`config.mk`:
```
export PLATFORM = sky130hd
export DESIGN_NAME = fence_t_sequencer_flat
export DESIGN_NICKNAME = d
export VERILOG_FILES = /design/src/rtl/fence_t_sequencer_if.sv /design/src/rtl/fence_t_sequencer.sv /design/src/flat_wrapper.sv
export SDC_FILE = /design/constraint.sdc
export NUM_CORES = 1
export LEC_CHECK = 0
export ABC_AREA = 1
export CAP_MARGIN = 20
export CORE_MARGIN = 2
export CORE_UTILIZATION = 48
export CTS_BUF_LIST = sky130_fd_sc_hd__clkbuf_16
export CTS_CLUSTER_SIZE = 30
export DETAILED_ROUTE_END_ITERATION = 12
export PLACE_DENSITY = 0.82
export RECOVER_POWER = 100
export SYNTH_ARGS = -nofsm -noshare
export SYNTH_HDL_FRONTEND = slang
export SYNTH_SLANG_ARGS = --single-unit
```
`constraint.sdc`:
```
create_clock -name clk_i -period 4.64 [get_ports clk_i]
set_clock_uncertainty 0.15 [all_clocks]
set_input_delay 1.392 -clock clk_i [delete_from_list [all_inputs] [get_ports clk_i]]
set_output_delay 1.392 -clock clk_i [all_outputs]
set_load 0.05 [all_outputs]
```
`src/rtl/fence_t_sequencer_if.sv`:
```
// Flush/ack channel bundle between the fence.t sequencer and the caches/TLBs.
// Handshake: flush_req_o[i] is a level raised by the sequencer and held until
// the channel answers with a single-cycle flush_ack_i[i] pulse; after the ack
// the request drops on the next cycle and stays low for the rest of the
// sequence. busy_i[i] is a plain level meaning the channel still has an
// external transaction outstanding; it carries no handshake of its own.
interface fence_t_sequencer_if #(
   parameter int unsigned NR_CH = 2
);
   logic [NR_CH-1:0] flush_req_o;
   logic [NR_CH-1:0] flush_ack_i;
   logic [NR_CH-1:0] busy_i;

   modport master (
      output flush_req_o,
      input  flush_ack_i,
      input  busy_i
   );

   modport slave (
      input  flush_req_o,
      output flush_ack_i,
      output busy_i
   );
endinterface

```
`src/rtl/fence_t_sequencer.sv`:
```
// fence.t sequencer: on a committed fence.t it halts commit, flushes every
// channel, waits for outstanding traffic and a timer-relative pad to drain,
// then pulses a microreset and resumes fetch at the instruction after the
// fence. A timeout bounds the flush/drain phases. All outputs are registered.
module fence_t_sequencer #(
   parameter int unsigned NR_CH      = 2,
   parameter int unsigned RST_CYCLES = 16,
   parameter int unsigned PAD_W      = 32,
   parameter int unsigned TIMEOUT    = 1024,
   // Matches the core's virtual address width (riscv::VLEN on RV64).
   parameter int unsigned VLEN       = 64
) (
   input  logic                   clk_i,
   input  logic                   rst_i,
   input  logic                   fence_t_i,
   input  logic [VLEN-1:0]        pc_i,
   input  logic [VLEN-1:0]        boot_addr_i,
   input  logic [PAD_W-1:0]       pad_i,
   input  logic                   time_irq_i,
   fence_t_sequencer_if.master    flush_if,
   output logic                   halt_o,
   output logic                   rst_uarch_no,
   output logic [VLEN-1:0]        rst_addr_o,
   output logic                   timeout_o,
   // Debug view of the FSM: 0 IDLE, 1 FLUSH, 2 DRAIN, 3 RST.
   output logic [1:0]             state_o
);

   typedef enum logic [1:0] {
      IDLE  = 2'd0,
      FLUSH = 2'd1,
      DRAIN = 2'd2,
      RST   = 2'd3
   } state_e;

   localparam int unsigned RC_W = 8;
   localparam int unsigned TO_W = (TIMEOUT < 2) ? 1 : $clog2(TIMEOUT + 1);

   state_e            state_q, state_d;
   logic [NR_CH-1:0]  mask_q, mask_d;
   logic [RC_W-1:0]   rst_cnt_q, rst_cnt_d;
   logic [TO_W-1:0]   to_cnt_q, to_cnt_d;
   logic [VLEN-1:0]   rst_addr_q, rst_addr_d;
   logic [PAD_W-1:0]  pad_cnt_q;
   logic              time_irq_q;
   logic              expire;

   logic [NR_CH-1:0]  flush_req_q;
   logic              halt_q;
   logic              rst_uarch_nq;
   logic              timeout_q;

   // Next-state logic: sequence progression, ack mask, counters, resume address.
   always_comb begin
      state_d    = state_q;
      mask_d     = mask_q;
      rst_cnt_d  = rst_cnt_q;
      to_cnt_d   = to_cnt_q;
      rst_addr_d = rst_addr_q;
      expire     = 1'b0;

      case (state_q)
         IDLE: begin
            to_cnt_d = '0;
            if (fence_t_i) begin
               state_d    = FLUSH;
               mask_d     = '0;
               // Wraps modulo 2^VLEN by construction.
               rst_addr_d = pc_i + VLEN'(4);
            end
         end
         FLUSH: begin
            to_cnt_d = to_cnt_q + TO_W'(1);
            mask_d   = mask_q | flush_if.flush_ack_i;
            if (&mask_d) begin
               state_d = DRAIN;
            end
         end
         DRAIN: begin
            to_cnt_d = to_cnt_q + TO_W'(1);
            if ((flush_if.busy_i == '0) && (pad_cnt_q == '0)) begin
               state_d = RST;
            end
         end
         RST: begin
            if (rst_cnt_q == RC_W'(RST_CYCLES - 1)) begin
               state_d   = IDLE;
               rst_cnt_d = '0;
            end else begin
               rst_cnt_d = rst_cnt_q + RC_W'(1);
            end
         end
         default: begin
            state_d = IDLE;
         end
      endcase

      // The limit covers the whole flush+drain window and overrides progress.
      if ((TIMEOUT != 0) && ((state_q == FLUSH) || (state_q == DRAIN)) &&
          (to_cnt_q == TO_W'(TIMEOUT - 1))) begin
         expire  = 1'b1;
         state_d = RST;
      end
   end

   // State, counters and registered outputs derived from the next state.
   always_ff @(posedge clk_i) begin
      if (rst_i) begin
         state_q      <= IDLE;
         mask_q       <= '0;
         rst_cnt_q    <= '0;
         to_cnt_q     <= '0;
         rst_addr_q   <= boot_addr_i;
         flush_req_q  <= '0;
         halt_q       <= 1'b0;
         rst_uarch_nq <= 1'b1;
         timeout_q    <= 1'b0;
      end else begin
         state_q      <= state_d;
         mask_q       <= mask_d;
         rst_cnt_q    <= rst_cnt_d;
         to_cnt_q     <= to_cnt_d;
         rst_addr_q   <= rst_addr_d;
         flush_req_q  <= (state_d == FLUSH) ? ~mask_d : '0;
         halt_q       <= (state_d != IDLE);
         rst_uarch_nq <= (state_d != RST);
         timeout_q    <= expire;
      end
   end

   // Pad counter: reload on every timer-interrupt rising edge, else count down to 0.
   always_ff @(posedge clk_i) begin
      if (rst_i) begin
         time_irq_q <= 1'b0;
         pad_cnt_q  <= '0;
      end else begin
         time_irq_q <= time_irq_i;
         if (time_irq_i && !time_irq_q) begin
            pad_cnt_q <= pad_i;
         end else if (pad_cnt_q != '0) begin
            pad_cnt_q <= pad_cnt_q - PAD_W'(1);
         end
      end
   end

   assign flush_if.flush_req_o = flush_req_q;
   assign halt_o               = halt_q;
   assign rst_uarch_no         = rst_uarch_nq;
   assign rst_addr_o           = rst_addr_q;
   assign timeout_o            = timeout_q;
   assign state_o              = state_q;

endmodule

```
`src/flat_wrapper.sv`:
```
// flat-port wrapper written by rule: the top's interface ports become plain ports
module fence_t_sequencer_flat 
#(
   parameter int unsigned NR_CH      = 2,
   parameter int unsigned RST_CYCLES = 16,
   parameter int unsigned PAD_W      = 32,
   parameter int unsigned TIMEOUT    = 1024,
                                                                     
   parameter int unsigned VLEN       = 64
)
  (clk_i, rst_i, fence_t_i, pc_i, boot_addr_i, pad_i, time_irq_i, halt_o, rst_uarch_no, rst_addr_o, timeout_o, state_o, flush_if_flush_req_o, flush_if_flush_ack_i, flush_if_busy_i);
  fence_t_sequencer_if #(.NR_CH(NR_CH)) flush_if_i ();
  input  logic clk_i;
  input  logic rst_i;
  input  logic fence_t_i;
  input  logic [VLEN-1:0] pc_i;
  input  logic [VLEN-1:0] boot_addr_i;
  input  logic [PAD_W-1:0] pad_i;
  input  logic time_irq_i;
  output logic halt_o;
  output logic rst_uarch_no;
  output logic [VLEN-1:0] rst_addr_o;
  output logic timeout_o;
  output logic [1:0] state_o;
  output wire logic [$bits(flush_if_i.flush_req_o)-1:0] flush_if_flush_req_o;
  input wire logic [$bits(flush_if_i.flush_ack_i)-1:0] flush_if_flush_ack_i;
  input wire logic [$bits(flush_if_i.busy_i)-1:0] flush_if_busy_i;
  assign flush_if_flush_req_o = flush_if_i.flush_req_o;
  assign flush_if_i.flush_ack_i = flush_if_flush_ack_i;
  assign flush_if_i.busy_i = flush_if_busy_i;
  fence_t_sequencer #(.NR_CH(NR_CH), .RST_CYCLES(RST_CYCLES), .PAD_W(PAD_W), .TIMEOUT(TIMEOUT), .VLEN(VLEN)) u_core (.clk_i(clk_i), .rst_i(rst_i), .fence_t_i(fence_t_i), .pc_i(pc_i), .boot_addr_i(boot_addr_i), .pad_i(pad_i), .time_irq_i(time_irq_i), .flush_if(flush_if_i), .halt_o(halt_o), .rst_uarch_no(rst_uarch_no), .rst_addr_o(rst_addr_o), .timeout_o(timeout_o), .state_o(state_o));
endmodule
```
==> impl_metrics.tcl, run 1 <==
set metrics [dict create \
    cts_tree "built" \
    yosysTopAreaCell "edfxtp_1" \
    path_max_fanout 6 \
    crit_path_start_kind "input port" \
    grt_start_max_net_pins 68 \
    nNetsFinal 1580 \
    clk_latency_ns 0.42 \
    fin_ws_ns 0.587 \
    tns_ns 0 \
    fp.dieH_um 133 \
    grt_pass1_vias 8336 \
    wl_per_cell_um 17.6 \
    synth.yosys.seq_area_share_pct 39.0 \
    syn2layout_area_growth_pct 38.5 \
    ctsHoldBuffers 0 \
    start_util_pct 48.9 \
    grt_pass1_wl_mm 44.8 \
    gp_congestion 1.08 \
    peakVddDrop_mv 0.252 \
    synthCells 1164 \
    io_buffers 238 \
    core_area_mm2 0.0165 \
    track_usage_pct 32.5 \
    ys_warn_count 0 \
    setup_viol 0 \
    synth-seq-cells 125 \
    slew_headroom_pct 15.9 \
    yosys-top-cells-area "edfxtp_1, nand2_1, dfxtp_1" \
    critPathKind "in2reg" \
    syn_nets 1342 \
    rsz0062_at_grt "false" \
    clockRootBuffer "clkbuf_16" \
    antenna_left 0 \
    ctsResizeCount 0 \
    p_leak_uw 0.00469 \
    grt_antenna_before_repair 1 \
    cts.sinks 125 \
    io_pins 239 \
    status "finished, final reports clean" \
    syn_area_mm2 0.00805 \
    core.rowCount 47 \
    clk_pin_slew_ns 0.07 \
    total_power_uw 3490 \
    power.density_mw_per_mm2 313 \
    ff_latch_area_mm2 0.00314 \
    die_area_mm2 0.0178 \
    drt_first_pass_iters 6 \
    multiInputGateArea_mm2 0.00431 \
    holdWs_ns 0.327 \
    crit_path_end_kind "register" \
    die_w_um 133 \
    drive_gt1_share_pct 4.52 \
    final-hold-violation-count 0 \
    cts_setup_buffers 0 \
    hp-class "reg2reg" \
    drt-initial-drc-count 757 \
    fin_crit_sh_pct 87.3 \
    drc 0 \
    dp_hpwl_mm 23.0 \
    fin_crit_ns 4.05 \
    maxCapViolations 0 \
    cp.arrival_ns 4.08 \
    avgSynthCellArea_um2 6.91 \
    ctsHtreeMaxLevel 4 \
    cts_buffers 17 \
    slew_viol_final 0 \
    synth_top_cell_area_share_pct 23.9 \
    vias 8662 \
    place_ws_ns 0.674 \
    worstMarginPinSlew_ns 1.26 \
    clockBufferDepth 2 \
    critical_path_required_ns 4.67 \
    grt-ovfl-total 0 \
    routed_wl_mm 28.8 \
    max_clock_freq_mhz 247 \
    fillerInstances 1441 \
    via_per_inst 5.29 \
    rrSetupSlack_ns 1.95 \
    synth_cell_type_count 41 \
]
[sequential cells by signal (all words and copies together), names as in the netlist]
register                     count
u_core.flush_if.flush_req_o      2
u_core.halt_o                    1
u_core.mask_q                    2
u_core.pad_cnt_q                32
u_core.rst_addr_o               64
u_core.rst_cnt_q                 8
u_core.rst_uarch_no              1
u_core.state_o                   2
u_core.time_irq_q                1
u_core.timeout_o                 1
u_core.to_cnt_q                 11
[final timing paths]
kind,end,cells after the start,start
worst max-delay path,u_core.rst_addr_o[50],10,pc_i[2]
worst min-delay path,u_core.timeout_o,1,u_core.to_cnt_q[10]
worst max register to register,u_core.rst_addr_o[0],5,u_core.state_o[0]
worst min register to register,u_core.timeout_o,1,u_core.to_cnt_q[10]
[final cells by class]
type	instances	area share (%)
Clock buffer	18	4.04
Inverter	113	3.81
Clock inverter	14	1.06
Tap cell	220	2.47
Timing Repair Buffer	244	21.8
Antenna cell	1	0.0224
Sequential cell	125	28.2
Multi-Input combinational cell	901	38.6
[critical path, stage by stage]
cell,delay [ns]
dlygate4sd3_1,0.72
ha_1,0.25
nand2_1,0.08
nor2_1,0.56
nand2_4,0.18
nor2_1,0.37
nand3_1,0.15
xnor2_1,0.15
nand2_1,0.14
nand2_1,0.08
[power by group]
part / internal, uW / total [uW] / leakage, uW / switching, uW
combinational: 321 / 879 / 0.00325 / 558
clock: 734 / 1300 / 0.000283 / 567
sequential: 1260 / 1310 / 0.00116 / 47.6
[layer usage]
metal | share of wire, % | track usage [%]
met1 | 43 | 43.2
met2 | 46 | 52.9
met4 | 2.8 | 10.6
met3 | 8.1 | 7.04
met5 | 0 | 0
[cell usage in the layout (no fill, tap or decap), drive strengths merged, types with 8 or more instances in the layout]
master,n
a21oi,23
a31oi,8
clkbuf,21
clkdlybuf4s50,158
dfxtp,61
dlygate4sd3,79
edfxtp,64
ha,10
inv,123
nand2,348
nand3,69
nand4,31
nor2,215
nor3,56
o21ai,60
xnor2,32
xor2,22
[synth_stat cells (all sizes together)]
| master | instances |
|---|---|
| a211oi | 1 |
| a21o | 1 |
| a21oi | 23 |
| a31oi | 8 |
| and2 | 2 |
| and3 | 1 |
| buf | 6 |
| clkbuf | 19 |
| dfxtp | 61 |
| edfxtp | 64 |
| ha | 10 |
| inv | 113 |
| nand2 | 348 |
| nand3 | 69 |
| nand3b | 1 |
| nand4 | 31 |
| nor2 | 215 |
| nor3 | 56 |
| nor3b | 2 |
| nor4 | 4 |
| o211a | 1 |
| o211ai | 4 |
| o21a | 2 |
| o21ai | 60 |
| o22ai | 2 |
| o31ai | 2 |
| or2 | 4 |
| xnor2 | 32 |
| xor2 | 22 |
[metrics by stage]
| stage | utilization, % | area, um^2 | instances |
|---|---|---|---|
| 3_3_place_gp | 64.7 | 10700 | 1603 |
| 3_5_place_dp | 64.7 | 10700 | 1603 |
| 2_1_floorplan | - | 8050 | 1164 |
| 5_1_grt | 67.7 | 11100 | 1636 |
| 4_1_cts | 68.2 | 11200 | 1635 |
| 6_report | 67.7 | 11100 | 1636 |
[cells by family (layout without fill, tap and decap cells)]
family	Yosys count	in the layout	share of synthesized area, %
AOI/OAI and AO/OA	104	104	7.00
xor gates and xnor gates	54	54	5.88
adders and majority gates	10	10	1.55
buffers and inverters	138	389	6.59
DFF	125	125	39.0
other	0	1	0
and+or+nand+nor	733	733	39.9
No activity file was read; power rests on OpenSTA's default activity.
==> run 2: changes to the inputs <==
PLACE_DENSITY = 0.9   (was 0.82)
SLEW_MARGIN = 20   (was default)
==> impl_metrics.tcl, run 2 (same netlist as run 1, synthesis figures left out) <==
set metrics [dict create \
    core_area_mm2 0.0165 \
    rr_startpoint "u_core.state_o[0]" \
    antenna_left 0 \
    setup_viol 0 \
    rrSetupSlack_ns 1.92 \
    tns_ns 0 \
    final_area_mm2 0.0111 \
    clockRootBuffer "clkbuf_16" \
    grt_start_max_net_pins 71 \
    comb_power_share_pct 25.2 \
    intPower_uw 2290 \
    r2r_end "u_core.rst_addr_o[61]" \
    post_dp_cell_area_mm2 0.0107 \
    largest_reg_flops 64 \
    crit_path_start_kind "input port" \
    drt_first_pass_iters 6 \
    clockBufferDepth 2 \
    final_cell_mix "nand2_1, nor2_1, clkdlybuf4s50_1" \
    nNetsFinal 1582 \
    slew_viol_final 106 \
    core.rowCount 47 \
    drt-initial-drc-count 695 \
    final-hold-violation-count 0 \
    cts_buffers 17 \
    critPathKind "in2reg" \
    hold-path-endpoint "u_core.timeout_o" \
    grt_pass1_wl_mm 44.8 \
    p_seq_share_pct 37.1 \
    io_buffers 238 \
    ctsResizeCount 0 \
    dp_hpwl_mm 23.1 \
    status "complete, but fails checks" \
    drive_gt1_share_pct 4.80 \
    syn2layout_area_growth_pct 38.4 \
    peakVddDrop_mv 0.290 \
    routed_wl_mm 29.2 \
    die_area_mm2 0.0178 \
    clk_pin_slew_ns 0.07 \
    ctsHoldBuffers 0 \
    vias 8825 \
    fin_crit_ns 3.77 \
    grt_antenna_before_repair 0 \
    dpl.cell_count 1605 \
    max_clock_freq_mhz 265 \
    via_per_inst 5.39 \
    hp-class "reg2reg" \
    hold_depth 1 \
    critPathSlowestCell "dlygate4sd3_1" \
    start_util_pct 48.9 \
    finalCoreUtilization_pct 67.7 \
    clk_latency_ns 0.45 \
    ctsHtreeMaxLevel 4 \
    maxCapViolations 2 \
    crit_path_frequent_cell "nor2_1" \
    swShare_pct 35.0 \
    diodes 0 \
    crit_chain "dlygate4sd3_1, nand3_1, nor2_1, inv_1, nor2_1, inv_2, nor2_1, nand3_1, xnor2_1, nand2_1, nand2_1" \
    rsz0062_at_grt "false" \
    wl_per_cell_um 17.8 \
    cp.arrival_ns 3.82 \
    fillerInstances 1375 \
    path_max_fanout 6 \
    die_w_um 133 \
    fp.dieH_um 133 \
    drc 0 \
    holdWs_ns 0.331 \
    slew_headroom_pct -13.6 \
    pwr-share-clk_pct 37.7 \
    min_from "u_core.to_cnt_q[10]" \
    cts_setup_buffers 0 \
    power.switching_uw 1240 \
    violations "max-capacitance violations, max-slew violations" \
    power.density_mw_per_mm2 317 \
    io_pins 239 \
    grt_pass1_vias 8445 \
    critical_path_required_ns 4.69 \
    instances_no_fill 1637 \
    fin_crit_sh_pct 81.3 \
    r2r_cells 5 \
    crit_path_end_kind "register" \
    cts_tree "built" \
    gp_congestion 1.01 \
    final_common_cell "nand2_1" \
    track_usage_pct 32.8 \
    worstMarginPinSlew_ns 1.70 \
    slowest_delay_ns 0.69 \
    cts.sinks 125 \
    grt-ovfl-total 0 \
    p_leak_uw 0.00467 \
]
run 2: cell count changes in the layout (fill, tap and decap cells not counted), sizes merged:
cell / before / now
inv: 123 / 124
clkinv: 3 / 2
diode: 1 / 0
buf: 4 / 5
clkinvlp: 1 / 2
clkdlybuf4s50: 158 / 161
dlygate4sd3: 79 / 76
run 2: cell type report:
cell class / instances / area (um^2) / share of cell area, %
Multi-Input combinational cell: 901 / 4300 / 38.5
Clock buffer: 17 / 425 / 3.82
Clock inverter: 15 / 141 / 1.27
Sequential cell: 125 / 3140 / 28.2
Tap cell: 220 / 275 / 2.47
Inverter: 113 / 424 / 3.81
Timing Repair Buffer: 246 / 2440 / 21.9
run 2: worst max path at each step:
stage,start,end,slack [ns]
finish,pc_i[2],u_core.rst_addr_o[49],0.87
global route,rst_i,u_core.to_cnt_q[5],0.63
CTS,pc_i[2],u_core.rst_addr_o[50],1.10
detailed placement,pc_i[2],u_core.rst_addr_o[50],0.66
global placement,pc_i[2],u_core.rst_addr_o[50],0.68
floorplan,rst_i,u_core.rst_addr_o[0],0.71
run 2: metrics by stage:
stage / setup slack [ns] / power [uW]
after floorplan: 0.709 / 1840
after global placement: 0.680 / 2230
after detailed placement: 0.659 / 2240
after CTS: 1.10 / 3550
after global routing: 0.625 / 3640
final: 0.867 / 3530
run 2: critical path, delay by kind of cell:
family        cells  cell delay [ns]
simple gates      7             1.42
buf+inv           3             0.87
xor+xnor          1             0.15
run 2: layer usage:
| layer | global-route usage, % | vias to the layer above | part of all wire, % |
|---|---|---|---|
| met3 | 6.96 | 67 | 8.5 |
| met1 | 42.3 | 4043 | 41 |
| li1 | - | 4283 | - |
| met2 | 54.8 | 432 | 47 |
| met5 | 0 | - | 0 |
| met4 | 11.6 | 0 | 2.9 |
run 2: power groups by stage:
stage               Combinational (uW)  Sequential [uW]  Clock, uW
CTS                                909             1310       1330
floorplan                          308             1530          0
global route                       951             1320       1370
detailed placement                 903             1330          0
global placement                   893             1330          0
finish                             889             1310       1330
==> run 3: changes to the inputs <==
clock period = 3.74 ns   (was 4.64 ns; I/O delays follow)
==> impl_metrics.tcl, run 3 (same netlist as run 1, synthesis figures left out) <==
set metrics [dict create \
    final-hold-violation-count 0 \
    slew_headroom_pct 2.12 \
    core_area_mm2 0.0165 \
    critical_path_required_ns 3.77 \
    crit_path_end_kind "register" \
    status "finished, final reports clean" \
    p_leak_uw 0.00469 \
    ff_latch_area_mm2 0.00314 \
    cts.sinks 125 \
    peakVddDrop_mv 0.314 \
    routed_wl_mm 30.2 \
    cp_top_family "simple AND/OR/NAND/NOR gates" \
    grt_antenna_before_repair 1 \
    cts_tree "built" \
    worstMarginPinSlew_ns 1.47 \
    slowest_delay_ns 0.65 \
    grt_pass1_vias 8538 \
    fillerInstances 1432 \
    vias 8903 \
    final_cell_mix "nand2_1, nor2_1, clkdlybuf4s50_1" \
    ctsHoldBuffers 0 \
    crit_path_frequent_cell "nand2_1" \
    critPathSlowestCell "dlygate4sd3_1" \
    path_max_fanout 6 \
    die_w_um 133 \
    critPathKind "in2reg" \
    crit_path_start_kind "input port" \
    io_buffers 238 \
    total_power_uw 4340 \
    final_common_cell "nand2_1" \
    grt-ovfl-total 0 \
    finalCoreUtilization_pct 67.9 \
    nNetsFinal 1588 \
    core.rowCount 47 \
    fp.dieH_um 133 \
    ctsResizeCount 0 \
    clockBufferDepth 2 \
    start_util_pct 48.9 \
    clk_pin_slew_ns 0.06 \
    dp_hpwl_mm 23.9 \
    drive_gt1_share_pct 5.41 \
    die_area_mm2 0.0178 \
    slew_viol_final 0 \
    drt-initial-drc-count 844 \
    syn2layout_area_growth_pct 38.9 \
    clk_latency_ns 0.43 \
    io_pins 239 \
    grt_pass1_wl_mm 45.9 \
    path_buf_inv 2 \
    tns_ns 0 \
    rsz0062_at_grt "false" \
    ctsHtreeMaxLevel 4 \
    gp_congestion 1.05 \
    cts_buffers 17 \
    crit_chain "dlygate4sd3_1, ha_1, nand2_1, nor2_4, nand2_1, nor3_1, inv_2, nor2_4, nand4_1, nand3_1, nand2_1" \
    hp-class "reg2reg" \
    fin_crit_sh_pct 90.9 \
    maxCapViolations 0 \
    fin_crit_ns 3.40 \
    cp.arrival_ns 3.43 \
    max_clock_freq_mhz 294 \
    setup_viol 0 \
    track_usage_pct 33.6 \
    drc 0 \
    antenna_left 0 \
    via_per_inst 5.42 \
    drt_first_pass_iters 6 \
    clockRootBuffer "clkbuf_16" \
    power.density_mw_per_mm2 388 \
    cts_setup_buffers 0 \
    grt_start_max_net_pins 70 \
    multiInputGateArea_mm2 0.00431 \
    largest_reg_flops 64 \
    wl_per_cell_um 18.4 \
]
## run 3: changes by cell type in the layout (fill, tap and decap cells not counted), sizes merged
cell / previous run / this run
diode: 0 / 1
dlygate4sd3: 76 / 78
buf: 5 / 11
clkdlybuf4s50: 161 / 159
## run 3: area by class of cell
class,count,area share [%]
multi-input cells,901,38.5
flip-flops and latches,125,28.1
repair buffers,252,22.1
clock buffers,17,3.81
inverters,113,3.79
well taps,220,2.46
clock inverters,15,1.12
diodes,1,0.0224
## run 3: power breakdown
group,internal [uW],switching [uW]
Clock,870,732
Combinational,400,706
Sequential,1570,61.3
Total,2840,1500
## run 3: metrics by stage
step | cells | instance area [um^2] | worst slack, ns | hold slack, ns
5_1_grt | 1643 | 11200 | 0.215 | 0.367
4_1_cts | 1643 | 11300 | 0.579 | 0.340
6_report | 1644 | 11200 | 0.341 | 0.337
3_5_place_dp | 1611 | 10700 | 0.144 | 0.328
3_3_place_gp | 1611 | 10700 | 0.219 | 0.317
2_1_floorplan | 1164 | 8050 | 0.0788 | 0.296
## run 3: path summary, 6_finish.rpt
check / from / end / slack, ns / depth (start not counted)
max: pc_i[2] / u_core.rst_addr_o[40] / 0.34 / 11
min: u_core.to_cnt_q[4] / u_core.to_cnt_q[4] / 0.34 / 2
max reg2reg: u_core.state_o[1] / u_core.rst_addr_o[35] / 1.36 / 5
min reg2reg: u_core.to_cnt_q[4] / u_core.to_cnt_q[4] / 0.34 / 2
## run 3: worst reg2reg max path, stage by stage, from the launching register on
cell,delay (ns)
dfxtp_1,0.37
inv_1,0.15
ha_1,0.23
nand2_1,0.14
nand2_2,0.08
clkbuf_4,0.76
## run 3: layer usage
layer	track usage [%]	part of all wire (%)
met5	0	0
met4	12.1	3.1
met3	8.14	9.1
met2	55.7	47
met1	42.9	40
